==> config.mk <==
export PLATFORM = sky130hd
export DESIGN_NAME = cavlc_level_collector_flat
export DESIGN_NICKNAME = d
export VERILOG_FILES = /design/src/rtl/cavlc_level_collector_if.sv /design/src/rtl/cavlc_level_collector.sv /design/src/flat_wrapper.sv
export SDC_FILE = /design/constraint.sdc
export NUM_CORES = 1
export LEC_CHECK = 0
export CAP_MARGIN = 20
export CORE_ASPECT_RATIO = 0.75
export CORE_MARGIN = 5
export CORE_UTILIZATION = 55
export DETAILED_ROUTE_END_ITERATION = 16
export PLACE_DENSITY = 0.82
export SLEW_MARGIN = 0
export SYNTH_ARGS = -nofsm -noshare
export SYNTH_HDL_FRONTEND = slang
export SYNTH_SLANG_ARGS = --single-unit
==> constraint.sdc <==
create_clock -name clk -period 4.5 [get_ports clk]
set_input_delay 0.9 -clock clk [delete_from_list [all_inputs] [get_ports clk]]
set_output_delay 0.9 -clock clk [all_outputs]
set_load 0.01 [all_outputs]
==> src/rtl/cavlc_level_collector_if.sv <==
`default_nettype none
// cavlc_level_collector_if: valid/ready coefficient stream into the CAVLC level collector.
interface cavlc_level_collector_if #(
  parameter int COEFF_W = 8
);
  logic               coeff_valid_i;
  logic               coeff_ready_o;
  logic [COEFF_W-1:0] coeff_i;
  logic               coeff_last_i;

  modport master (
    output coeff_valid_i,
    output coeff_i,
    output coeff_last_i,
    input  coeff_ready_o
  );

  modport slave (
    input  coeff_valid_i,
    input  coeff_i,
    input  coeff_last_i,
    output coeff_ready_o
  );
endinterface
`default_nettype wire

==> src/rtl/cavlc_level_collector.sv <==
`default_nettype none
// cavlc_level_collector: TotalCoeff / TrailingOnes / T1 signs and level list for one CAVLC block.
// Macro CAVLC_LEVEL_CODE_EN: list holds unsigned levelCode instead of raw signed coefficients.
module cavlc_level_collector #(
  parameter int COEFF_W    = 8,
  parameter int MAX_COEFFS = 16,
  parameter int CNT_W      = $clog2(MAX_COEFFS + 1)
) (
  input  logic                clk,
  input  logic                rst,
  input  logic                blk_start_i,
  cavlc_level_collector_if.slave coeff_if,
  output logic [CNT_W-1:0]    total_coeff_o,
  output logic [1:0]          trailing_ones_o,
  output logic [2:0]          t1_signs_o,
  output logic [CNT_W-1:0]    level_cnt_o,
  input  logic [CNT_W-1:0]    rd_idx_i,
  output logic [COEFF_W-1:0]  rd_level_o,
  output logic                blk_done_o,
  output logic                overflow_o
);

  localparam int IDX_W = (MAX_COEFFS > 1) ? $clog2(MAX_COEFFS) : 1;
  localparam logic [CNT_W-1:0] MAX_CNT = CNT_W'(MAX_COEFFS);

  typedef enum logic [1:0] {
    IDLE    = 2'd0,
    COLLECT = 2'd1,
    DONE    = 2'd2
  } state_t;

  state_t             state;
  logic               ready;
  logic               done;
  logic [CNT_W-1:0]   total_coeff;
  logic [1:0]         trailing_ones;
  logic [2:0]         t1_signs;
  logic [CNT_W-1:0]   level_cnt;
  logic               seen_level;
  logic               overflow;
  logic [COEFF_W-1:0] list [MAX_COEFFS];

  logic               neg;
  logic               nonzero;
  logic [COEFF_W:0]   coeff_sx;
  logic [COEFF_W:0]   abs_c;
  logic               is_t1;
  logic               t1_phase;
  logic [COEFF_W-1:0] entry;

  // One extra bit so that |-2^(COEFF_W-1)| is representable.
  always_comb begin
    neg      = coeff_if.coeff_i[COEFF_W-1];
    nonzero  = (coeff_if.coeff_i != '0);
    coeff_sx = {coeff_if.coeff_i[COEFF_W-1], coeff_if.coeff_i};
    abs_c    = neg ? (~coeff_sx + 1'b1) : coeff_sx;
    is_t1    = (abs_c == {{COEFF_W{1'b0}}, 1'b1});
    t1_phase = (trailing_ones < 2'd3) && !seen_level;
  end

`ifdef CAVLC_LEVEL_CODE_EN
  logic [COEFF_W+1:0] level_code;

  always_comb begin
    level_code = {1'b0, abs_c, 1'b0} - {{COEFF_W{1'b0}}, ~neg, neg};
    if ((trailing_ones < 2'd3) && (level_cnt == '0)) begin
      level_code = level_code - {{COEFF_W{1'b0}}, 2'd2};
    end
    entry = level_code[COEFF_W-1:0];
  end
`else
  always_comb begin
    entry = coeff_if.coeff_i;
  end
`endif

  always_ff @(posedge clk or negedge rst) begin
    if (!rst) begin
      state         <= IDLE;
      ready         <= 1'b0;
      done          <= 1'b0;
      total_coeff   <= '0;
      trailing_ones <= '0;
      t1_signs      <= '0;
      level_cnt     <= '0;
      seen_level    <= 1'b0;
      overflow      <= 1'b0;
      for (int i = 0; i < MAX_COEFFS; i++) list[i] <= '0;
    end else if (blk_start_i) begin
      // A restart wins over any coefficient handshaken in the same cycle.
      state         <= COLLECT;
      ready         <= 1'b1;
      done          <= 1'b0;
      total_coeff   <= '0;
      trailing_ones <= '0;
      t1_signs      <= '0;
      level_cnt     <= '0;
      seen_level    <= 1'b0;
      overflow      <= 1'b0;
      for (int i = 0; i < MAX_COEFFS; i++) list[i] <= '0;
    end else if ((state == COLLECT) && coeff_if.coeff_valid_i) begin
      if (nonzero) begin
        if (total_coeff != MAX_CNT) total_coeff <= total_coeff + 1'b1;
        if (t1_phase && is_t1) begin
          t1_signs[trailing_ones] <= neg;
          trailing_ones           <= trailing_ones + 1'b1;
        end else begin
          seen_level <= 1'b1;
          if (level_cnt != MAX_CNT) begin
            list[level_cnt[IDX_W-1:0]] <= entry;
            level_cnt                  <= level_cnt + 1'b1;
          end else begin
            overflow <= 1'b1;
          end
        end
      end
      if (coeff_if.coeff_last_i) begin
        state <= DONE;
        ready <= 1'b0;
        done  <= 1'b1;
      end
    end
  end

  assign coeff_if.coeff_ready_o = ready;
  assign total_coeff_o          = total_coeff;
  assign trailing_ones_o        = trailing_ones;
  assign t1_signs_o             = t1_signs;
  assign level_cnt_o            = level_cnt;
  assign blk_done_o             = done;
  assign overflow_o             = overflow;
  assign rd_level_o             = (rd_idx_i < level_cnt) ? list[rd_idx_i[IDX_W-1:0]] : '0;

endmodule
`default_nettype wire

==> src/flat_wrapper.sv <==
// flat-port wrapper written by rule: the top's interface ports become plain ports
module cavlc_level_collector_flat 
#(
  parameter int COEFF_W    = 8,
  parameter int MAX_COEFFS = 16,
  parameter int CNT_W      = $clog2(MAX_COEFFS + 1)
)
  (clk, rst, blk_start_i, total_coeff_o, trailing_ones_o, t1_signs_o, level_cnt_o, rd_idx_i, rd_level_o, blk_done_o, overflow_o, coeff_if_coeff_valid_i, coeff_if_coeff_i, coeff_if_coeff_last_i, coeff_if_coeff_ready_o);
  cavlc_level_collector_if #(.COEFF_W(COEFF_W)) coeff_if_i ();
  input  logic clk;
  input  logic rst;
  input  logic blk_start_i;
  output logic [CNT_W-1:0] total_coeff_o;
  output logic [1:0] trailing_ones_o;
  output logic [2:0] t1_signs_o;
  output logic [CNT_W-1:0] level_cnt_o;
  input  logic [CNT_W-1:0] rd_idx_i;
  output logic [COEFF_W-1:0] rd_level_o;
  output logic blk_done_o;
  output logic overflow_o;
  input wire logic [$bits(coeff_if_i.coeff_valid_i)-1:0] coeff_if_coeff_valid_i;
  input wire logic [$bits(coeff_if_i.coeff_i)-1:0] coeff_if_coeff_i;
  input wire logic [$bits(coeff_if_i.coeff_last_i)-1:0] coeff_if_coeff_last_i;
  output wire logic [$bits(coeff_if_i.coeff_ready_o)-1:0] coeff_if_coeff_ready_o;
  assign coeff_if_i.coeff_valid_i = coeff_if_coeff_valid_i;
  assign coeff_if_i.coeff_i = coeff_if_coeff_i;
  assign coeff_if_i.coeff_last_i = coeff_if_coeff_last_i;
  assign coeff_if_coeff_ready_o = coeff_if_i.coeff_ready_o;
  cavlc_level_collector #(.COEFF_W(COEFF_W), .MAX_COEFFS(MAX_COEFFS), .CNT_W(CNT_W)) u_core (.clk(clk), .rst(rst), .blk_start_i(blk_start_i), .coeff_if(coeff_if_i), .total_coeff_o(total_coeff_o), .trailing_ones_o(trailing_ones_o), .t1_signs_o(t1_signs_o), .level_cnt_o(level_cnt_o), .rd_idx_i(rd_idx_i), .rd_level_o(rd_level_o), .blk_done_o(blk_done_o), .overflow_o(overflow_o));
endmodule
After elaboration in Yosys (flattened, before gate mapping)
Cells that the tools add are included.
{"block": "classes", "addsub": 4, "mul": 0, "n_div": 0, "n_lt_le_gt_ge": 7, "n_eq_ne": 6, "shift": 0, "n_mux": 51, "n_bitwise": 3, "reduce_logical": 19}
{"operator": "two-way mux 128 bit", "n": 5}
{"operator": "bitwise mux 128 bit", "n": 1}
{"operator": "two-way mux 5 bit", "n": 9}
{"operator": "binary-select mux 8 bit (select 4 bit)", "n": 1}
{"operator": "demux 8 bit (select 4 bit)", "n": 1}
{"operator": "two-way mux 8 bit", "n": 4}
{"operator": "two-way mux 1 bit", "n": 16}
{"operator": "two-way mux 2 bit", "n": 7}
{"operator": "two-way mux 3 bit", "n": 4}
{"operator": "nonzero test 2 bit", "n": 6}
{"operator": "adder 5 x 1 -> 5 bit, second input constant", "n": 2}
{"operator": "greater-or-equal comparator 5 bit, second input constant", "n": 2}
{"operator": "!= test 5 bit, second input constant", "n": 2}
{"operator": "NOT 4 -> 5 bit", "n": 2}
{"operator": "adder 9 x 1 -> 9 bit, second input constant", "n": 1}
{"operator": "== test 9 x 1 -> 1 bit, second input constant", "n": 1}
{"operator": "two-way mux 9 bit", "n": 1}
{"operator": "NOT 9 bit", "n": 1}
{"operator": "AND reduction 3 bit", "n": 3}
{"operator": "AND reduction 4 bit", "n": 2}
{"operator": "nonzero test 8 bit", "n": 1}
{"operator": "logical AND 1 bit", "n": 5}
{"operator": "less-than comparator 5 x 1 -> 1 bit, second input constant", "n": 1}
{"operator": "less-than comparator 5 bit", "n": 1}
{"operator": "other kinds (10)", "n": 11}
{"block": "word_totals", "register_bits": 149, "latchBits": 0, "mem_bits_rw": 0, "rom_bits": 0, "output_inout_bits": 26, "n_memories": 0}

Depth between registers and ports, before layout
{"block": "logic_depth", "depth_word": 11, "depth_mapped": 9, "mapped_depth_nobuf": 7}

Worst setup path after synthesis
Ideal clock, no wire load.
{"block": "synth_path", "path_type": "in2out", "startpoint": "in rd_idx_i[0]", "endpoint": "out rd_level_o[0]", "arrival_time_ns": 2.571, "required_ns": 3.600, "setup_slack_ns": 1.029, "path_stages": 6, "n_path_buf": 2, "path_cell_list": "clkbuf_1 buf_2 mux4_2 mux4_2 inv_1 a211oi_1"}
{"block": "synth_via", "elab_chain_len": 5, "elab_cells_between_ends": 6, "cone_classes": "1 x order compare; 4 x mux; 1 x bitwise"}
{"element": "start: declaration", "line_no": "flat_wrapper.sv:17", "source": "input logic [CNT_W-1:0] rd_idx_i;"}
{"element": "NOT 4 -> 5 bit (not written as such)", "line_no": "cavlc_level_collector.sv:132", "source": "assign rd_level_o = (rd_idx_i < level_cnt) ? list[rd_idx_i[IDX_W-1:0]] : '0;"}
{"element": "binary-select mux 8 bit (select 4 bit)", "line_no": "cavlc_level_collector.sv:132"}
{"element": "two-way mux 8 bit (not written as such) (2 in a row)", "line_no": "cavlc_level_collector.sv:132"}
{"element": "two-way mux 8 bit *", "line_no": "cavlc_level_collector.sv:132"}
{"element": "end: declaration", "line_no": "flat_wrapper.sv:18", "source": "output logic [COEFF_W-1:0] rd_level_o;"}
Every way passes the cells marked *; elsewhere a longest branch is shown, timed or not. The select of a mux whose other input is x is not followed.

Final worst setup path
{"block": "layout_path", "startpoint": "in rd_idx_i[0]", "endpoint": "out rd_level_o[1]"}
The elaborated chain is that of the path after synthesis.

==> flow_summary.ini <==
[status]
status = complete, no violations

[cts]
h-tree-depth = 4
cts_buffer_depth = 2
cts_tree = built
cts_setup_buffers = 0
clk_latency_ns = 0.43
cts.hold.buffers_added = 0
ctsResizeCount = 0
cts_root_buffer = clkbuf_16
cts_inserted_buffers = 17
clkSinkCount = 147
clkTransAtPathRegs_ns = 0.06

[sta]
setup_viol = 0
worst_hold_slack_ns = 0.4993
setup_ws_ns = 0.3024
finalHoldViolCount = 0
slew_headroom = 0.4236
fin_skew_ns = 0.01019
setup_tns_ns = 0
rsz0062_at_grt = no
fin_crit_sh = 0.9328
worst_pin_slew_ns = 0.8580
max_freq_ghz = 0.2382
period_needed_ns = 4.198
slew_viol_final = 0

[synth]
synthFlopType = dfrtp_1
synth_fa_ha_area_frac = 0.02311
syn_area_mm2 = 0.008122
synth_top_area_share = 0.4529
ys_warn_count = 0
synth_cell_types = 48
ys_ff_latch = 147
yosys-top-cells-area = dfrtp_1 45%, mux2i_1 15%, mux4_2 11%
muxShareOfSynthArea = 0.2679
async_reset_ff_frac = 1.000
synth_commonest_cells = 147 x dfrtp_1, 133 x nand2b_1, 121 x mux2i_1
synth_top_family_by_area = multiplexers
ys_seq_area_frac = 0.4529
avgSynthCellArea_um2 = 11.96
synth_compound_area_frac = 0.04560
syn_inst = 679
synth-simple-area-share = 0.1675
synth_edf_count = 0
yosys.cell_count.top_type = dfrtp_1
yosys.area.top_type = dfrtp_1
synth.net_count = 712
synth_xor_area_frac = 0.004314

[floorplan]
fp.dieH_um = 115.2
die_area_mm2 = 0.01732
core_mm2 = 0.01445
floorplan.initialDensity = 0.5619
fp.dieW_um = 150.3
ios = 44
std_cell_rows = 38

[placement]
place_ws_ns = 0.2635
port_buffers = 43
gp_congestion = 0.8590
dp_hpwl_um = 13620

[power_and_ir_drop]
p_leak_nw = 4.627
vdd_ir_drop_max_v = 0.0002462
power.density_mw_per_mm2 = 360.8

[layout]
nets = 747
diodes = 0
area_growth_pct = 16.42
drive_above_1_share = 0.1667

[global_route]
grt_max_degree = 94
grt_pass1_wl_um = 33340
grt_pass1_vias = 5865
antenna_found_initial = 0
grtUsageTotal = 0.2547
grt-ovfl-total = 0

[route]
wire_per_inst_um = 22.31
drc = 0
ant_nets = 0
routed_wl_um = 20660
drt_iter0_markers = 515
first_pass_iters = 5
vias_per_cell = 6.081
num_vias = 5631

[critical_path]
worstPathMaxFanout = 16
cp-end-kind = primary output
required_ns = 3.60
worstPathBufferInverterCount = 4
path_class = in -> out
crit_path_start_kind = input port
crit_family = buffers and inverters
cp_slowest_stage_delay_ns = 0.53
crit_path_frequent_cell = mux4_2
cp.arrival_ns = 3.30
slowest_stage = mux4_2
reg2reg_setup_slack_ns = 1.59
crit_chain = buf_2 > buf_4 > mux4_2 > mux4_2 > inv_1 > a211oi_1 > clkdlybuf4s50_1

[flow_run]
cap_violations = 0

[hold_path]
hp-class = reg -> reg
## sequential cells by signal, summed over array words and instances, names as in the netlist
register / flops
u_core.list: 128
u_core.level_cnt_o: 5
u_core.total_coeff_o: 5
u_core.t1_signs_o: 3
u_core.state: 2
u_core.trailing_ones_o: 2
u_core.overflow_o: 1
u_core.seen_level: 1
## path summary, 6_finish.rpt
path                                            from                      end  cells past startpoint
max in group asynchronous                        rst          u_core.list[90]                      2
min reg2reg                        u_core.seen_level        u_core.seen_level                      2
max                                      rd_idx_i[0]            rd_level_o[1]                      7
min                                u_core.seen_level        u_core.seen_level                      2
min in group asynchronous                        rst  u_core.total_coeff_o[3]                      1
max reg2reg                u_core.trailing_ones_o[0]          u_core.list[31]                      6
## metrics by stage
step | instance area (µm²) | total power [mW] | utilization | std cells
floorplan | 8122 | 1.655 | - | 679
global placement | 8785 | 1.796 | 0.6078 | 895
detailed placement | 8785 | 1.810 | 0.6078 | 895
CTS | 9455 | 3.422 | 0.6542 | 926
global route | 9455 | 3.525 | 0.6542 | 926
finish | 9455 | 3.411 | 0.6542 | 926
## cell families after synthesis
| logic type | after synthesis |
|---|---|
| adder cells (fa/ha/maj) | 15 |
| multiplexers | 166 |
| AND/OR/NAND/NOR | 214 |
| AO/OA/AOI/OAI | 58 |
| XOR/XNOR | 4 |
| buffers and inverters | 75 |
| flip-flops | 147 |
## cell type report
cell class | count | area, µm²
Clock buffer | 18 | 439.2
Sequential cell | 147 | 3679
Tap cell | 200 | 250.2
Multi-Input combinational cell | 457 | 4129
Timing Repair Buffer | 69 | 644.4
Inverter | 22 | 82.58
Clock inverter | 13 | 231.5
Fill cell | 1046 | 4999
## power breakdown
part | switching, mW | internal [mW]
Sequential | 0.0347 | 1.36
Clock | 0.568 | 1.05
Combinational | 0.233 | 0.164
Total | 0.836 | 2.58
## routing by layer
layer | track usage | part of all wire
met1 | 0.3717 | 0.45
met2 | 0.3837 | 0.47
met3 | 0.06541 | 0.065
met4 | 0.06703 | 0.016
met5 | 0 | 0
## cell usage in the layout (no fill, tap or decap), types with 2 or more instances in the layout
cell type / n
ha_1: 15
nor3b_1: 2
xor2_1: 3
clkdlybuf4s50_1: 40
a21o_1: 3
a211oi_1: 11
nand2b_1: 133
nand4_2: 14
clkbuf_16: 17
nor3_1: 4
buf_4: 25
a21oi_1: 17
nand2_1: 10
nand3_1: 13
mux2_1: 2
buf_12: 2
or3_1: 3
mux2_4: 2
bufinv_16: 6
and4_4: 2
dfrtp_1: 147
mux2i_1: 121
nor2b_1: 2
inv_1: 22
nor2_1: 19
or4_1: 2
nand4_1: 5
o21ai_0: 15
mux4_2: 40
clkinvlp_4: 5
## worst reg2reg max path, cell delays in order, from the launching register on
cell	delay, ns
dfrtp_1	0.45
ha_1	0.23
or4_1	0.62
a2111o_1	0.75
nand4_2	0.22
buf_4	0.28
mux2i_1	0.26
No activity file was read; power rests on OpenSTA's default activity.
